$ cat src/rtl/pipe_ctrl_pkg.sv
// Shared pipeline-control definitions: stage indices, stall bus width,
// sequencer state encoding and common constants.
package pipe_ctrl_pkg;

    localparam int StallBus  = 6;
    localparam int STALL_PC  = 0;
    localparam int STALL_IF  = 1;
    localparam int STALL_ID  = 2;
    localparam int STALL_EX  = 3;
    localparam int STALL_MEM = 4;
    localparam int STALL_WB  = 5;

    localparam logic        RstEnable = 1'b1;
    localparam logic [31:0] ZeroWord  = 32'h0000_0000;

    typedef enum logic [1:0] {
        PC_IDLE     = 2'b00,
        PC_DIV_WAIT = 2'b01,
        PC_DIV_DONE = 2'b10,
        PC_FLUSH    = 2'b11
    } pc_state_e;

    // Hold every stage from PC up to and including 'top'.
    function automatic logic [StallBus-1:0] stall_upto(input int top);
        logic [StallBus-1:0] m;
        for (int i = 0; i < StallBus; i++) m[i] = (i <= top);
        return m;
    endfunction

endpackage

$ cat src/rtl/pipe_ctrl_if.sv
// Stall/flush/divider handshake bundle between the pipeline stages and
// the central sequencer.
interface pipe_ctrl_if;
    import pipe_ctrl_pkg::*;

    logic                stallreq_if_i;
    logic                stallreq_id_i;
    logic                ex_div_req_i;
    logic                div_ready_i;
    logic                div_start_o;
    logic                div_annul_o;
    logic                flush_req_i;
    logic [31:0]         new_pc_i;
    logic [StallBus-1:0] stall_o;
    logic                flush_o;
    logic [31:0]         new_pc_o;
    logic                div_busy_o;
    logic                div_timeout_o;

    modport slave (
        input  stallreq_if_i, stallreq_id_i, ex_div_req_i, div_ready_i,
               flush_req_i, new_pc_i,
        output div_start_o, div_annul_o, stall_o, flush_o, new_pc_o,
               div_busy_o, div_timeout_o
    );

    modport master (
        output stallreq_if_i, stallreq_id_i, ex_div_req_i, div_ready_i,
               flush_req_i, new_pc_i,
        input  div_start_o, div_annul_o, stall_o, flush_o, new_pc_o,
               div_busy_o, div_timeout_o
    );

endinterface

$ cat src/rtl/pipe_ctrl.sv
// Central stall/flush sequencer: merges IF/ID stall requests, runs the
// divider start/ready/annul handshake and registers MEM flush redirects.
module pipe_ctrl
    import pipe_ctrl_pkg::*;
#(
    parameter int DIV_TIMEOUT = 40,
    parameter int CNT_W       = 6
) (
    input logic        clk,
    input logic        rst,
    pipe_ctrl_if.slave bus
);

    pc_state_e           state_q;
    logic [CNT_W-1:0]    cnt_q;
    logic [31:0]         new_pc_q;
    logic                annul_q;
    logic                timeout_q;
    logic [StallBus-1:0] stall_d;
    logic                start_d;
    logic                idle;

    assign idle = (state_q == PC_IDLE);

    always_ff @(posedge clk) begin
        if (rst == RstEnable) begin
            state_q   <= PC_IDLE;
            cnt_q     <= '0;
            new_pc_q  <= ZeroWord;
            annul_q   <= 1'b0;
            timeout_q <= 1'b0;
        end else begin
            annul_q <= 1'b0;
            if (bus.flush_req_i) new_pc_q <= bus.new_pc_i;
            case (state_q)
                PC_IDLE: begin
                    if (bus.flush_req_i) begin
                        state_q <= PC_FLUSH;
                    end else if (bus.ex_div_req_i) begin
                        state_q <= PC_DIV_WAIT;
                        cnt_q   <= '0;
                    end
                end
                PC_DIV_WAIT: begin
                    if (cnt_q != '1) cnt_q <= cnt_q + 1'b1;
                    // A flush abandons the divide even if the result just arrived.
                    if (bus.flush_req_i) begin
                        state_q <= PC_FLUSH;
                        annul_q <= 1'b1;
                    end else if (bus.div_ready_i) begin
                        state_q <= PC_DIV_DONE;
                    end else if (cnt_q == CNT_W'(DIV_TIMEOUT - 1)) begin
                        state_q   <= PC_IDLE;
                        annul_q   <= 1'b1;
                        timeout_q <= 1'b1;
                    end
                end
                PC_DIV_DONE, PC_FLUSH: begin
                    state_q <= bus.flush_req_i ? PC_FLUSH : PC_IDLE;
                end
            endcase
        end
    end

    always_comb begin
        stall_d = '0;
        if (!bus.flush_req_i && state_q != PC_FLUSH) begin
            if ((idle && bus.ex_div_req_i) || state_q == PC_DIV_WAIT)
                stall_d = stall_upto(STALL_EX);
            else if (bus.stallreq_id_i)
                stall_d = stall_upto(STALL_ID);
            else if (bus.stallreq_if_i)
                stall_d = stall_upto(STALL_IF);
        end
    end

    // Zero-latency start: the divider runs in the same cycle EX asks.
    assign start_d = (state_q == PC_DIV_WAIT) ||
                     (idle && bus.ex_div_req_i && !bus.flush_req_i);

    assign bus.stall_o       = rst ? '0 : stall_d;
    assign bus.div_start_o   = rst ? 1'b0 : start_d;
    assign bus.flush_o       = rst ? 1'b0 : (state_q == PC_FLUSH);
    assign bus.div_annul_o   = rst ? 1'b0 : annul_q;
    assign bus.new_pc_o      = rst ? ZeroWord : new_pc_q;
    assign bus.div_busy_o    = rst ? 1'b0 : (state_q == PC_DIV_WAIT);
    assign bus.div_timeout_o = rst ? 1'b0 : timeout_q;

endmodule

$ cat src/flat_wrapper.sv
// flat-port wrapper written by rule: the top's interface ports become plain ports
module pipe_ctrl_flat import pipe_ctrl_pkg::*;
#(
    parameter int DIV_TIMEOUT = 40,
    parameter int CNT_W       = 6
)
  (clk, rst, bus_stallreq_if_i, bus_stallreq_id_i, bus_ex_div_req_i, bus_div_ready_i, bus_flush_req_i, bus_new_pc_i, bus_div_start_o, bus_div_annul_o, bus_stall_o, bus_flush_o, bus_new_pc_o, bus_div_busy_o, bus_div_timeout_o);
  pipe_ctrl_if bus_i ();
  input logic clk;
  input logic rst;
  input wire logic [$bits(bus_i.stallreq_if_i)-1:0] bus_stallreq_if_i;
  input wire logic [$bits(bus_i.stallreq_id_i)-1:0] bus_stallreq_id_i;
  input wire logic [$bits(bus_i.ex_div_req_i)-1:0] bus_ex_div_req_i;
  input wire logic [$bits(bus_i.div_ready_i)-1:0] bus_div_ready_i;
  input wire logic [$bits(bus_i.flush_req_i)-1:0] bus_flush_req_i;
  input wire logic [$bits(bus_i.new_pc_i)-1:0] bus_new_pc_i;
  output wire logic [$bits(bus_i.div_start_o)-1:0] bus_div_start_o;
  output wire logic [$bits(bus_i.div_annul_o)-1:0] bus_div_annul_o;
  output wire logic [$bits(bus_i.stall_o)-1:0] bus_stall_o;
  output wire logic [$bits(bus_i.flush_o)-1:0] bus_flush_o;
  output wire logic [$bits(bus_i.new_pc_o)-1:0] bus_new_pc_o;
  output wire logic [$bits(bus_i.div_busy_o)-1:0] bus_div_busy_o;
  output wire logic [$bits(bus_i.div_timeout_o)-1:0] bus_div_timeout_o;
  assign bus_i.stallreq_if_i = bus_stallreq_if_i;
  assign bus_i.stallreq_id_i = bus_stallreq_id_i;
  assign bus_i.ex_div_req_i = bus_ex_div_req_i;
  assign bus_i.div_ready_i = bus_div_ready_i;
  assign bus_i.flush_req_i = bus_flush_req_i;
  assign bus_i.new_pc_i = bus_new_pc_i;
  assign bus_div_start_o = bus_i.div_start_o;
  assign bus_div_annul_o = bus_i.div_annul_o;
  assign bus_stall_o = bus_i.stall_o;
  assign bus_flush_o = bus_i.flush_o;
  assign bus_new_pc_o = bus_i.new_pc_o;
  assign bus_div_busy_o = bus_i.div_busy_o;
  assign bus_div_timeout_o = bus_i.div_timeout_o;
  pipe_ctrl #(.DIV_TIMEOUT(DIV_TIMEOUT), .CNT_W(CNT_W)) u_core (.clk(clk), .rst(rst), .bus(bus_i));
endmodule
$ cat config.mk
export PLATFORM = sky130hd
export DESIGN_NAME = pipe_ctrl_flat
export DESIGN_NICKNAME = d
export VERILOG_FILES = /design/src/rtl/pipe_ctrl_pkg.sv /design/src/rtl/pipe_ctrl_if.sv /design/src/rtl/pipe_ctrl.sv /design/src/flat_wrapper.sv
export SDC_FILE = /design/constraint.sdc
export NUM_CORES = 1
export LEC_CHECK = 0
export ABC_AREA = 1
export CAP_MARGIN = 10
export CORE_ASPECT_RATIO = 1.2
export CORE_MARGIN = 5
export CORE_UTILIZATION = 45
export DETAILED_ROUTE_END_ITERATION = 10
export DONT_BUFFER_PORTS = 1
export HOLD_SLACK_MARGIN = 0.1
export PLACE_DENSITY = 0.69
export SETUP_SLACK_MARGIN = 0.3
export SKIP_LAST_GASP = 1
export SLEW_MARGIN = 20
export SYNTH_ARGS = -nofsm -noshare
export SYNTH_HDL_FRONTEND = slang
export SYNTH_SLANG_ARGS = --single-unit
$ cat constraint.sdc
create_clock -name clk -period 1.4 [get_ports clk]
set_input_delay 0.35 -clock clk [delete_from_list [all_inputs] [get_ports clk]]
set_output_delay 0.35 -clock clk [all_outputs]
set_load 0.02 [all_outputs]
==> results.txt <==
The run finished, with violations left. The final reports fail on negative setup slack. Once layout is done, the placed cells without fillers occupy 0.002696 mm2. Derived from the worst setup path, the maximum achievable clock frequency is 0.6240 GHz. For the critical path arrival, the log shows 1.25 ns.

In the final timing run, aggregate negative setup slack is -0.8375 ns. Of all nets on the critical path, the largest fanout is 4. Per report_power, the sequential group accounts for 48.5% of the total. The number of antenna diodes in the final layout is 0. In this run the tool buffered the top-level ports with 0 buffer cells.

The run gives 0 as the number of max-cap violations. The die is 80.98 um tall. The logs give 5 for the clock buffer count from CTS and 0.002433 ns for the maximum clock skew at final layout. Summing the areas of all compound-gate instances in the mapped netlist gives 20.53% of the synthesized area. After Yosys synthesis, and, or, nand and nor cells account for 20.26% of the synthesized area. The count of endpoints failing hold in the final timing report was 0. The cell sitting at the root of the clock tree is a clkbuf_8. Global routing consumed, over all layers together, 18.28% of the routing resources.

Dividing the detail-routed via count by the number of cells gives 5.054. Number of fill cells in the layout: 346. The initial detailed-routing violation count was 76. The adder and majority gate portion of the synthesized area was 0.6623%; the number of antenna violations at the first check in global routing was 0.

The run gives 0.7783 as the final weighted congestion in routability-driven placement. After clock tree synthesis, the clock-pin slew on the worst setup and hold paths is 0.08 ns. IR analysis of the VDD net gives a maximum drop of 0.6318 mV. The clock sink total came out at 42. The clock reaches the later pin of the worst-skew pair after 0.28 ns. The horizontal die dimension was 69.15 um. In this run the standard cell core region covers 0.004004 mm2.

The maximum number of pins on one net before global-route repair is 45. The mapped netlist covers 0.001889 mm2. Combinational cells account for 17.7% of the total power.

The total count of max-transition violations in the final report is 0, and the count of antenna-violating nets left after detailed routing is 0. Synthesis inferred 42 register bits. Summing all placed instances gives a cell area of 0.002273 mm2. For the largest buffer count on any clock path, the log shows 2. After synthesis, the netlist uses 24 different library cells. The register area share after synthesis was 44.50%; the required time at the worst-slack endpoint was 1.05 ns. Internal power comes to 1989 uW. The logs give 1831 for the via count of the first global-routing pass and 3088 um for the placed wire-length estimate after detailed placement. TritonCTS built the clock tree.

The mux cell area share after synthesis is 0%. The effective utilization at floorplan is 47.19%, and the number of standard cells after synthesis is 276. The run gives 320 as the placed cell count. The final layout contains 335 nets. In the layout the commonest cells are nor2_4, inv_2, a21oi_1, dfxtp_2, o21ai_0. The worst path setup slack after routing came out at -0.2025 ns. By area, the combinational part of the netlist is dominated by compound AO/OA/AOI/OAI gates. In this run the mean area of a mapped cell was 6.845 um2.

In this run, post-CTS hold repair placed 0 buffers. The run gives 4798 um as the final wirelength. The tools report the die footprint as 0.005600 mm2. Across all layers, the routed design uses 1769 vias. Cells fill 67.34% of the core in the end. The worst setup path is of the register to output pin kind. The first-pass GRT wire length was 8266 um; the switching power as a share of total power was 26.82%. The library cell used most frequently in the layout, excluding fill and tap cells, is nor2_4.

The worst setup path is launched from a register. Once layout is complete, the cells apart from fillers number 350. The analysis attributes to cell leakage a power of 0.001033 uW. The run gives 82 as the number of I/O pins. The power density normalized to cell area came out at 1008 mW/mm2. Summed over all layers, the global routing overflow is 0.

The area growth from synthesis to layout came out at 42.72%. STA classifies the critical path endpoint as an output pin. The run gives 4 as the detailed-router iteration count before antenna repair. Per report_power, the clock group accounts for 33.8% of the total. Setup violations remaining at the end of the flow were counted as 5. Setup repair after global routing could not meet its margin everywhere. The number of warning messages in the yosys log was 0.

The switching power summed over all nets was 728.9 uW; the post-route minimum period was 1.603 ns. The worst path uses 114.5% of the clock period. The share of cells above drive strength 1 is 59.80%, and the post-synthesis share of cell area spent on xor and xnor gates is 0%.

Dividing the detail-routed wire length by the instance count gives 13.71 um. The H-tree was split into 2 levels. The path class of the lowest-slack min-delay path was input port to register. For this run, design rule violations remaining after detail routing come to 0.

The number of placement rows came out at 25.
critical path, cell delays in order (launching register included):
cell	delay [ns]
dfxtp_4	0.37
nor3b_4	0.25
nor2_4	0.07
a21oi_4	0.14
buf_12	0.14
cell type report:
class | instances | area, um2 | share of cell area, %
Clock buffer | 7 | 76.32 | 2.831
Clock inverter | 1 | 30.03 | 1.114
Inverter | 46 | 182.7 | 6.775
Multi-Input combinational cell | 171 | 1199 | 44.45
Sequential cell | 42 | 899.6 | 33.36
Tap cell | 54 | 67.56 | 2.506
Timing Repair Buffer | 29 | 241.5 | 8.956
power groups by stage:
stage,combinational (uW),clock [uW],sequential [uW]
global route,538,1010,1330
detailed placement,416,0,1320
global placement,409,0,1320
CTS,470,962,1320
finish,481,919,1320
floorplan,441,0,1320
metrics by stage:
step                hold slack [ns]  total power [uW]  worst slack, ns
floorplan                    0.4508              1759         0.001678
global placement             0.4295              1730          0.09169
detailed placement           0.4306              1739          0.08462
CTS                          0.1134              2747          -0.2135
global route                 0.1025              2878          -0.2600
finish                       0.1698              2718          -0.2025
final timing paths:
path	start	to	slack, ns	cells past startpoint
setup reg to reg	u_core.state_q[1]	u_core.cnt_q[3]	0.19	8
setup / recovery	u_core.state_q[1]	bus_stall_o[0]	-0.20	4
hold reg to reg	u_core.new_pc_q[13]	u_core.new_pc_q[13]	0.48	2
hold / removal	rst	u_core.state_q[0]	0.17	1
synthesized netlist by cell type (all sizes together):
| cell type | count | share of area [%] |
|---|---|---|
| conb | 1 | 0.20 |
| dfxtp | 42 | 45 |
| nor3 | 1 | 0.26 |
| nand3 | 6 | 1.9 |
| clkbuf | 8 | 1.7 |
| buf | 10 | 3.0 |
| ha | 1 | 0.66 |
| o22ai | 1 | 0.33 |
| nor2 | 54 | 11 |
| inv | 46 | 9.1 |
| nand2 | 28 | 6.1 |
| o21ai | 33 | 8.7 |
| nand4 | 2 | 0.66 |
| o21a | 1 | 0.40 |
| nor3b | 1 | 0.40 |
| a21oi | 41 | 11 |
logic make-up after synthesis:
logic type / after synthesis
buffers and inverters: 64
adders and majority gates: 1
other: 1
AOI/OAI and AO/OA: 76
DFF: 42
and+or+nand+nor: 92
metal layers:
metal | global-route usage, % | wire [um]
met4 | 7.031 | 46
met1 | 20.38 | 1934
met3 | 8.045 | 377
met5 | 0 | 0
met2 | 30.92 | 2439
flip-flops by register name (all words and copies together), names as in the netlist:
name              flops
u_core.state_q        2
u_core.timeout_q      1
u_core.annul_q        1
u_core.new_pc_q      32
u_core.cnt_q          6
timing repair:
item | CTS | global route
setup buffers | 21 | 1
setup endpoints to repair | 50 | 50
gates resized for setup | 84 | 15
pin swaps | 45 | 2
No activity file was read; power rests on OpenSTA's default activity.
==> RTL change 1, RTL diff (same flow settings) <==
The package constant `StallBus` goes from 6 to 7.
--- a/src/rtl/pipe_ctrl_pkg.sv
+++ b/src/rtl/pipe_ctrl_pkg.sv
@@ -4,3 +4,3 @@
 
-    localparam int StallBus  = 6;
+    localparam int StallBus  = 7;
     localparam int STALL_PC  = 0;
Interface: changed (resized bus_stall_o); port bits go from 82 to 83. The function was not compared with the original's and may differ.
==> RTL change 1 against the original RTL <==
The flow still finishes with violations (negative setup slack). Synthesized cell count is 0.36% higher. Wire length is 0.35% lower. Sequential cell count is the same. Worst setup slack got worse by 0.018 ns. Area after synthesis increased by 0.40%. Sequential power about the same. Count of clock-buffer cells in the layout decreased by 1. Die area increased by 0.34%. Final area shrank 0.84%. Total power decreased by 3.9%.
==> RTL change 1: results (changes against the original RTL) <==
[outcome]
status=finished with violations
violations=negative setup slack

[clock_tree]
cts_htree_levels=2  ; unchanged
cts_resized=80  ; -4.8%
post_cts_buffers=24  ; +14%

[routing]
vias_per_cell=4.99  ; -1.4%
wl_microns=4780  ; -0.35%
wl_per_cell_microns=13.5  ; -1.5%
first_iter_violations=110  ; +45%
wl_met3_microns=286  ; -24%
dr_wl_met2_microns=2550  ; +4.3%
wl_met1_microns=1910  ; -1.3%

[placement]
place_area_sq_mm=0.00228  ; +0.16%
place_ws_ns=0.0614  ; -0.0232 ns
placed_cells=321  ; +0.31%
dp_hpwl_microns=3130  ; +1.3%

[grt]
grt_pass1_wl_microns=7980  ; -3.5%
met1_usage_pct=19.3  ; -1.1 points
use_met2_pct=32.2  ; +1.2 points
globalRouteMet3Util_pct=6.31  ; -1.7 points
grt_pass1_vias=1768  ; -3.4%
grtUsageTotal_pct=17.6  ; -0.68 points

[synthesis]
synth_fa_ha_area_share_pct=0.660  ; -0.0026 points
yosys-top-cells-area=dfxtp_1, a21oi_1, nor2_1
synth_compound_area_share_pct=20.4  ; -0.081 points
syn-instance-count=277  ; +0.36%
ys_seq_area_share_pct=44.3  ; -0.18 points

[setup_path]
crit_arrival_ns=1.27  ; +0.02 ns
critPathMaxFanout=4  ; unchanged
r2r_slack_ns=0.09  ; -0.10 ns
ff2ff_path_depth=7  ; -1
reg2reg_to=u_core.cnt_q[2]
crit_slowest_cell=dfxtp_4
reg2reg_from=u_core.state_q[0]

[sta]
tns_ns=-0.965  ; -0.128 ns
fin_skew_ns=0.00466  ; +0.00223 ns
worst_slack_ns=-0.220  ; -0.0176 ns
hold_viol=0  ; unchanged
setup_viol=6  ; +1
fin_worst_hold_slack_ns=0.124  ; -0.0453 ns

[layout]
register_area_sq_um=896  ; -0.42%
fillers=365  ; +5.5%
drive_gt1_share_pct=59.0  ; -0.80 points
final_nets=339  ; +1.2%

[power]
leakage_nw=1.03  ; -0.42%
peakVddDrop_uv=547  ; -13%
pwr-share-seq_pct=50.5  ; +2.0 points
pwr-share-clk_pct=30.5  ; -3.3 points
powerDensity_mw_per_mm2=977  ; -3.1%

[die]
die_x_microns=69.3  ; +0.17%

[job]
drv_cap=0  ; unchanged

[RTL change 1: cell count changes after synthesis, sizes merged]
cell / delta
buf: +1
[RTL change 1: worst max path at each step]
stage | startpoint | endpoint | slack (ns) | depth (start not counted)
after global placement | u_core.state_q[0] | bus_stall_o[0] | 0.09 | 4
after detailed placement | u_core.state_q[0] | bus_stall_o[1] | 0.06 | 4
after floorplan | u_core.state_q[0] | bus_stall_o[1] | 0.002 | 4
after CTS | u_core.state_q[1] | bus_stall_o[1] | -0.23 | 4
final | u_core.state_q[1] | bus_stall_o[1] | -0.22 | 4
after global routing | u_core.state_q[1] | bus_stall_o[1] | -0.29 | 4
[RTL change 1: area by class of cell]
class	count	share of cell area, %
clock buffer	6	3.09
clock inverter	2	0.468
inverter	46	6.64
multi-input combinational	172	44.2
sequential	42	33.5
tap	54	2.53
timing repair buffer	32	9.59
==> RTL change 2, RTL diff (same flow settings) <==
Without the edit above. Re-encode `pc_state_e` (4 states) as one-hot, 4 bits wide.
--- a/src/rtl/pipe_ctrl_pkg.sv
+++ b/src/rtl/pipe_ctrl_pkg.sv
@@ -15,7 +15,7 @@
 
-    typedef enum logic [1:0] {
-        PC_IDLE     = 2'b00,
-        PC_DIV_WAIT = 2'b01,
-        PC_DIV_DONE = 2'b10,
-        PC_FLUSH    = 2'b11
+    typedef enum logic [3:0] {
+        PC_IDLE     = 4'b0001,
+        PC_DIV_WAIT = 4'b0010,
+        PC_DIV_DONE = 4'b0100,
+        PC_FLUSH    = 4'b1000
     } pc_state_e;
Check against the original RTL: same outputs for any inputs over 10 cycles, from zero or initial values and one cycle with rst high; not proved beyond that.
==> RTL change 2 against the original RTL <==
The flow still finishes with violations (negative setup slack). Fmax down 6.1%. Largest cell class unchanged. Area after synthesis up 12%. Worst setup slack worse by 0.10 ns. Global-route usage down 0.18 points. Final area up 14%. Count of clock-buffer cells in the layout down 1. Wire length up 14%. Critical endpoint is now bus_stall_o[1]. Sequential cell count up 2. Highest routed layer unchanged.
Power is not compared: it rests on default switching activity, and its combinational part moved more than twofold at a synthesized area within 25%.
==> RTL change 2: results (changes against the original RTL) <==
[outcome]
status=finished with violations
violations=negative setup slack

[grt]
met1_usage_pct=21.3  ; +0.87 points
antenna_found_initial=0  ; unchanged
grt_max_degree=46  ; +2.2%
grt_pass1_wl_microns=9030  ; +9.3%
grtUsageTotal_pct=18.1  ; -0.18 points
use_met2_pct=31.4  ; +0.53 points
globalRouteMet3Util_pct=3.67  ; -4.4 points
grt_pass1_vias=1990  ; +8.7%

[synthesis]
synth.distinct_cells=25  ; +4.2%
synth-xor-area-share_pct=0.413  ; +0.41 points
synth_common_cells=inv_1, nor2_1, dfxtp_1, a21oi_1, o21ai_0
synth_fa_ha_area_share_pct=0.590  ; -0.072 points
yosys-top-cells-area=dfxtp_1, a21oi_1, o21ai_0
avgSynthCellArea_sq_um=6.95  ; +1.6%
synth_compound_area_share_pct=18.6  ; -1.9 points
ys_seq_area_share_pct=41.5  ; -3.0 points

[layout]
seq_area_share_pct=30.6  ; -2.8 points
multi_input_cells=191  ; +12%
final_nets=377  ; +13%
num-nonclk-inverters=52  ; +13%
seq_cell_count=44  ; +4.8%
nClkBuffers=6  ; -1
fillers=376  ; +8.7%
multi_input_area_sq_mm=0.00140  ; +17%
final-nonclk-buf-share_pct=11.5  ; +2.6 points
drive_gt1_share_pct=62.1  ; +2.3 points
top_regs=u_core.new_pc_q (32), u_core.cnt_q (6), u_core.state_q (4)

[sta]
setup_viol=7  ; +2
worst_slack_ns=-0.307  ; -0.104 ns
fin_skew_ns=0.00719  ; +0.00475 ns

[min_path]
hold_path_end=u_core.cnt_q[4]
holdPathStages=1  ; unchanged

[clock_tree]
post_cts_buffers=25  ; +19%
cts_resized=89  ; +6.0%

[routing]
first_iter_violations=100  ; +32%
wl_per_cell_microns=13.8  ; +0.91%
wl_met3_microns=259  ; -31%
wl_met1_microns=2160  ; +11%
vias=2054  ; +16%
dr_wl_met2_microns=2930  ; +20%

[setup_path]
reg2reg_from=u_core.state_q[0]
r2r_slack_ns=0.02  ; -0.17 ns
ff2ff_path_depth=10  ; +2
crit_arrival_ns=1.36  ; +0.11 ns
reg2reg_to=u_core.cnt_q[5]

[placement]
dp_hpwl_microns=3610  ; +17%
place_congestion=0.889  ; +14%
place_area_sq_mm=0.00258  ; +13%
placed_cells=359  ; +12%
place_ws_ns=-0.0203  ; -0.105 ns

[die]
die-area_sq_mm=0.00619  ; +11%

==> RTL change 2: cell types whose count changed after synthesis, sizes merged, moves of 2 or more <==
cell    before  now
nand3        6   20
nand2       28   33
nand4        2    5
nor2        54   51
clkbuf       8    6
buf         10   13
dfxtp       42   44
inv         46   52
o21ai       33   37
==> RTL change 2: how the worst max path moves through the flow <==
| stage | end | cells past startpoint | slack, ns | start |
|---|---|---|---|---|
| floorplan | bus_stall_o[1] | 7 | -0.07 | u_core.state_q[1] |
| global placement | bus_stall_o[1] | 6 | 0.0006 | u_core.state_q[2] |
| detailed placement | bus_stall_o[1] | 6 | -0.02 | u_core.state_q[2] |
| CTS | bus_stall_o[1] | 7 | -0.33 | u_core.state_q[0] |
| global route | bus_stall_o[1] | 7 | -0.38 | u_core.state_q[0] |
| finish | bus_stall_o[1] | 7 | -0.31 | u_core.state_q[0] |
